<file path="config.mk">
export PLATFORM = sky130hd
export DESIGN_NAME = cnt_tracker
export DESIGN_NICKNAME = d
export VERILOG_FILES = /design/src/rtl/cnt_tracker.sv
export SDC_FILE = /design/constraint.sdc
export NUM_CORES = 1
export LEC_CHECK = 0
export ABC_AREA = 1
export CORE_UTILIZATION = 52
export DETAILED_ROUTE_END_ITERATION = 6
export GPL_ROUTABILITY_DRIVEN = 0
export PLACE_DENSITY = 0.87
export SETUP_SLACK_MARGIN = 0.3
export SLEW_MARGIN = 20
export SYNTH_ARGS = -nofsm -noshare
export SYNTH_HDL_FRONTEND = slang
export SYNTH_SLANG_ARGS = --single-unit
</file>
<file path="constraint.sdc">
create_clock -name clk -period 3.1 [get_ports clk]
set_input_delay 0.62 -clock clk [delete_from_list [all_inputs] [get_ports clk]]
set_output_delay 0.62 -clock clk [all_outputs]
set_load 0.05 [all_outputs]
</file>
<file path="src/rtl/cnt_tracker.sv">
// cnt_tracker: monitors an upstream up/down counter sample stream.
// Flags samples that break the expected step or fall in forbidden ranges,
// counts erroneous samples (saturating), tracks signed min/max since reset,
// and optionally logs offending samples in a 4-entry FIFO.
// Optional feature macro: CNT_TRACKER_LOG_EN (defined = error log FIFO present;
// undefined = log outputs tied to 0 and log_ready ignored).
`timescale 1ns/1ps

module cnt_tracker (
    input  logic       clk,
    input  logic       rst,
    input  logic       mode,
    input  logic [9:0] cnt,
    output logic       step_err,
    output logic       range_err,
    output logic [7:0] err_count,
    output logic [9:0] cnt_min,
    output logic [9:0] cnt_max,
    output logic       log_valid,
    input  logic       log_ready,
    output logic [9:0] log_data,
    output logic       log_overflow
);

    // Previous-sample state used for the step check.
    logic              r_prev_valid;
    logic signed [9:0] r_prev_cnt;
    logic              r_prev_mode;

    // Registered results.
    logic              r_step_err;
    logic              r_range_err;
    logic [7:0]        r_err_count;
    logic signed [9:0] r_cnt_min;
    logic signed [9:0] r_cnt_max;

    // Combinational evaluation of the current sample.
    logic signed [9:0]  w_cnt_s;
    logic signed [10:0] w_cnt_x;
    logic signed [10:0] w_prev_x;
    logic signed [10:0] w_expected;
    logic               w_check_en;
    logic               w_step_bad;
    logic               w_range_bad;
    logic               w_sample_err;

    // Evaluate the incoming sample against the step rule and the forbidden ranges.
    // Deltas use 11-bit signed arithmetic so e.g. -230 -> 235 never aliases to a match.
    always_comb begin
        // NOTE: every signal written here gets a value on every path, so no latch is inferred.
        w_cnt_s    = cnt;
        w_cnt_x    = {cnt[9], cnt};
        w_prev_x   = {r_prev_cnt[9], r_prev_cnt};
        w_expected = '0;
        if (r_prev_mode) begin
            w_expected = w_prev_x + ((w_prev_x == -11'sd16) ? 11'sd10 : 11'sd5);
        end else begin
            w_expected = w_prev_x - ((w_prev_x == -11'sd2) ? 11'sd18 : 11'sd9);
        end
        // Limit regions near the counter ends are not step-checked.
        w_check_en   = r_prev_valid
                       && !( r_prev_mode && (w_prev_x > 11'sd225))
                       && !(!r_prev_mode && (w_prev_x < -11'sd221));
        w_step_bad   = w_check_en && (w_cnt_x != w_expected);
        w_range_bad  = (w_cnt_x < -11'sd230) || (w_cnt_x > 11'sd235) || (w_cnt_x == -11'sd11);
        w_sample_err = w_step_bad || w_range_bad;
    end

    // Sample cnt/mode, register error pulses, error count and min/max.
    always_ff @(posedge clk) begin
        // NOTE: sequential state uses non-blocking assignments so every register sees pre-edge values.
        if (rst) begin
            r_prev_valid <= 1'b0;
            r_prev_cnt   <= '0;
            r_prev_mode  <= 1'b0;
            r_step_err   <= 1'b0;
            r_range_err  <= 1'b0;
            r_err_count  <= '0;
            r_cnt_min    <= '0;
            r_cnt_max    <= '0;
        end else begin
            r_prev_valid <= 1'b1;
            r_prev_cnt   <= w_cnt_s;
            r_prev_mode  <= mode;
            r_step_err   <= w_step_bad;
            r_range_err  <= w_range_bad;
            if (w_sample_err && (r_err_count != 8'd255)) begin
                r_err_count <= r_err_count + 8'd1;
            end
            if (!r_prev_valid) begin
                r_cnt_min <= w_cnt_s;
                r_cnt_max <= w_cnt_s;
            end else begin
                if (w_cnt_s < r_cnt_min) r_cnt_min <= w_cnt_s;
                if (w_cnt_s > r_cnt_max) r_cnt_max <= w_cnt_s;
            end
        end
    end

    assign step_err  = r_step_err;
    assign range_err = r_range_err;
    assign err_count = r_err_count;
    assign cnt_min   = r_cnt_min;
    assign cnt_max   = r_cnt_max;

`ifdef CNT_TRACKER_LOG_EN
    localparam int LOG_DEPTH = 4;

    logic [9:0] r_log_mem [LOG_DEPTH];
    logic [1:0] r_wr_ptr;
    logic [1:0] r_rd_ptr;
    logic [2:0] r_log_cnt;
    logic       r_log_ovf;

    logic       w_log_full;
    logic       w_log_pop;
    logic       w_log_push;

    // A push into a full FIFO is accepted only when the head leaves in the same cycle.
    assign w_log_full = (r_log_cnt == 3'(LOG_DEPTH));
    assign w_log_pop  = log_valid && log_ready;
    assign w_log_push = w_sample_err && (!w_log_full || w_log_pop);

    // Log storage write port.
    always_ff @(posedge clk) begin
        // NOTE: storage has no reset; entries are only visible through the occupancy count.
        if (!rst && w_log_push) begin
            r_log_mem[r_wr_ptr] <= cnt;
        end
    end

    // FIFO pointers, occupancy and sticky overflow flag.
    always_ff @(posedge clk) begin
        if (rst) begin
            r_wr_ptr  <= '0;
            r_rd_ptr  <= '0;
            r_log_cnt <= '0;
            r_log_ovf <= 1'b0;
        end else begin
            if (w_log_push) r_wr_ptr <= r_wr_ptr + 2'd1;
            if (w_log_pop)  r_rd_ptr <= r_rd_ptr + 2'd1;
            case ({w_log_push, w_log_pop})
                2'b10:   r_log_cnt <= r_log_cnt + 3'd1;
                2'b01:   r_log_cnt <= r_log_cnt - 3'd1;
                default: r_log_cnt <= r_log_cnt;
            endcase
            if (w_sample_err && !w_log_push) begin
                r_log_ovf <= 1'b1;
            end
        end
    end

    assign log_valid    = (r_log_cnt != 3'd0);
    assign log_data     = log_valid ? r_log_mem[r_rd_ptr] : 10'd0;
    assign log_overflow = r_log_ovf;
`else
    logic w_unused_log_ready;

    assign w_unused_log_ready = log_ready;
    assign log_valid          = 1'b0;
    assign log_data           = 10'd0;
    assign log_overflow       = 1'b0;
`endif

endmodule

</file>
==> results.sh <==
export IMPL_outcome="finished with violations"
export IMPL_violations="setup timing"
export IMPL_drt_wl_total_mm=8.883
export IMPL_setup_tns_ns=-1.423
export IMPL_rsz0062_at_grt="true"
export IMPL_cpLargestDelayFamily="simple AND/OR/NAND/NOR gates"
export IMPL_path_buf_inv=5
export IMPL_clock_tree_root_cell="clkbuf_8"
export IMPL_die_y_um=79.25
export IMPL_synth_seq_area_share=0.2710
export IMPL_path_cells="nand3_2, o41ai_2, inv_1, nor2_4, inv_2, ha_4, inv_2, fa_1, nand2_1, inv_1, nor2_1, nand2_1, nor2_2, nand2_1, nor2_2, nand2_1, nor2_2, nand4_1, nand2_2, nand2_4, buf_4, nand3_1, a21oi_2"
export IMPL_detail_route_wl_per_cell_um=14.12
export IMPL_synth_seq_cells=42
export IMPL_hold_viol=0
export IMPL_grt_pass1_vias=3161
export IMPL_max_freq_mhz=303.1
export IMPL_p_leak_nw=2.034
export IMPL_drive_gt1_frac=0.1813
export IMPL_holdCritStartpoint="err_count[5]"
export IMPL_grt_met1_usage=0.3195
export IMPL_synthAdderAreaFrac=0.1315
export IMPL_synth_avg_cell_area_um2=6.533
export IMPL_maxSlewViolCount=0
export IMPL_tightest_slew_ns=0.7956
export IMPL_path_max_fanout=7
export IMPL_fin_skew_ns=0.007895
export IMPL_crit_slowest_cell="fa_1"
export IMPL_crit_arrival_ns=3.49
export IMPL_post_place_ws_ns=-0.1615
export IMPL_ir_drop_mv=0.3375
export IMPL_clk_path_buf_depth=2
export IMPL_final_cell_mix="nand2_1, inv_1, buf_4"
export IMPL_clock_sinks=42
export IMPL_syn_area_um2=3103
export IMPL_route_detailed_drc=0
export IMPL_synth_warnings=0
export IMPL_stdcell_count=629
export IMPL_syn2layout_area_growth_pct=30.73
export IMPL_ant_nets=0
export IMPL_cp_end_kind="flip-flop"
export IMPL_synth_compound_area_frac=0.1206
export IMPL_synth_top_cell_by_area="dfxtp_1"
export IMPL_drtIter0Drc=194
export IMPL_row_count=27
export IMPL_grt_pass1_wl_mm=13.86
export IMPL_yosys_area_share_xor_xnor=0.02540
export IMPL_required_ns=3.29
export IMPL_crit_top_cell="nand2_1"
export IMPL_worst_slack_ns=-0.1996
export IMPL_layout_commonest_cell="nand2_1"
export IMPL_tritoncts="built"
export IMPL_clk_pin_slew_worst_paths_ns=0.08
export IMPL_vias=3435
export IMPL_place_inst=600
export IMPL_period_minus_slack_ns=3.300
export IMPL_min_period_over_period=1.064
export IMPL_synth_top_family_by_area="simple AND/OR/NAND/NOR gates"
export IMPL_holdBufCountCts=0
export IMPL_path_class="reg2reg"
export IMPL_setup_viol=8
export IMPL_io_buffer_count=42
export IMPL_yosysTopAreaCellShare=0.2710
export IMPL_worst_skew_pair_late_latency_ns=0.30
export IMPL_synth_area_mux_share=0
export IMPL_netlist_top_cells_area="dfxtp_1, nand2_1, ha_1, inv_1, a21oi_1"
export IMPL_num_io_pins=56
export IMPL_initial_core_util=0.5500
export IMPL_hpwl_mm=6.077
export IMPL_netlist_instances=475
export IMPL_yosysUniqueCellTypes=36
export IMPL_die_w_um=79.25
export IMPL_worstHoldPathType="reg2reg"
export IMPL_final_nets=603
export IMPL_dr_pass1_iters=5
export IMPL_power_density_nw_per_um2=437.7
export IMPL_grtUsageMet3=0.04253
export IMPL_track_usage=0.2824
export IMPL_worstSetupStartpointType="flip-flop"
export IMPL_grt_max_degree=24
export IMPL_cpPeakStageDelay_ns=0.45
export IMPL_grt_antenna_before_repair=0
export IMPL_grt_overflow=0
export IMPL_gr_max_usage_layer="met2"
export IMPL_fin_area_um2=4056
export IMPL_htreeDepth=2
export IMPL_crit_start="r_prev_cnt[1]"
export IMPL_drv_cap=0
export IMPL_core_um2=5642
export IMPL_place_area_um2=3710
export IMPL_regToRegStartpoint="r_prev_cnt[1]"
export IMPL_slew_headroom=0.4689
export IMPL_via_per_inst=5.461
export IMPL_grtUsageMet2=0.5112
export IMPL_antenna_cells=0
export IMPL_numCtsBuffers=5
export IMPL_yosys_area_share_simple=0.3065
export IMPL_die_area_um2=6281
## final timing paths
check | endpoint | slack [ns] | cells after the start
min | err_count[5] | 0.52 | 2
max | err_count[2] | -0.20 | 23
min reg2reg | err_count[5] | 0.52 | 2
max reg2reg | err_count[2] | -0.20 | 23
## power breakdown
part,internal [W],switching (W),leakage [nW]
clock network,0.000151,0.000184,0.0438
logic,0.000297,0.000505,1.64
registers,0.000591,0.0000466,0.351
## worst reg2reg max path, stage by stage (launching register included)
cell and delay [ns]:
dfxtp_4 0.38, nand3_2 0.10, o41ai_2 0.28, inv_1 0.13, nor2_4 0.14, inv_2 0.06
ha_4 0.16, inv_2 0.05, fa_1 0.45, nand2_1 0.11, inv_1 0.05, nor2_1 0.11
nand2_1 0.09, nor2_2 0.08, nand2_1 0.06, nor2_2 0.12, nand2_1 0.07, nor2_2 0.11
nand4_1 0.12, nand2_2 0.12, nand2_4 0.10, buf_4 0.16, nand3_1 0.09, a21oi_2 0.06
## per-stage QoR
| step | hold WS, ns | util | total power (W) |
|---|---|---|---|
| final | 0.5173 | 0.7190 | 0.001775 |
| after global routing | 0.5414 | 0.7190 | 0.001878 |
| after CTS | 0.5167 | 0.7015 | 0.001743 |
| after detailed placement | 0.5027 | 0.6576 | 0.001380 |
| after global placement | 0.4949 | 0.6576 | 0.001352 |
| after floorplan | 0.5620 | - | 0.001165 |
## area by class of cell
| cell class | count | area, µm² |
|---|---|---|
| clock buffer | 5 | 68.82 |
| clock inverter | 2 | 10.01 |
| fill | 412 | 1585 |
| inverter | 81 | 304.0 |
| multi-input combinational | 340 | 1948 |
| sequential | 42 | 854.6 |
| tap | 72 | 90.09 |
| timing repair buffer | 87 | 780.7 |
## cells in the mapped netlist
cell type,instances
nor4_1,3
clkinv_1,1
nand3_2,5
a21oi_1,40
nor3_1,5
buf_2,3
buf_6,1
fa_1,1
a21boi_0,2
xor2_1,6
a21o_1,1
xnor2_1,3
dfxtp_1,42
o21bai_1,1
buf_1,1
o41ai_1,1
nand4_1,7
a21oi_2,2
o211ai_1,2
nand2_2,3
or2_2,1
nand3b_1,1
nand3_1,34
o22ai_1,1
a211oi_1,1
conb_1,1
nor2_2,4
nor2_1,42
nand2_1,114
buf_4,12
o2111ai_1,1
clkbuf_1,6
inv_1,77
inv_2,3
o21ai_0,16
ha_1,31
## cell families after synthesis
group | after synthesis
AO/OA/AOI/OAI | 68
XOR/XNOR | 9
adder cells (fa/ha/maj) | 32
buffers and inverters | 104
flip-flops | 42
other | 1
AND/OR/NAND/NOR | 219
## what timing repair did
| item | CTS | global route |
|---|---|---|
| cloned | 0 | 1 |
| setup buffers | 15 | 6 |
| setup endpoints to repair | 8 | 19 |
| resized for setup | 20 | 19 |
| pin swaps | 6 | 19 |
## registers in the layout, summed over array words and instances (netlist names)
name,cells
r_prev_mode,1
cnt_min,10
range_err,1
step_err,1
r_prev_valid,1
cnt_max,10
err_count,8
r_prev_cnt,10
## routing by layer
metal / routed length (µm) / part of all wire / up-vias
li1: - / - / 1651
met4: 367 / 0.041 / 0
met5: 0 / 0 / -
met3: 497 / 0.056 / 40
met2: 4513 / 0.51 / 144
met1: 3505 / 0.39 / 1600
No activity file was read; power rests on OpenSTA's default activity.
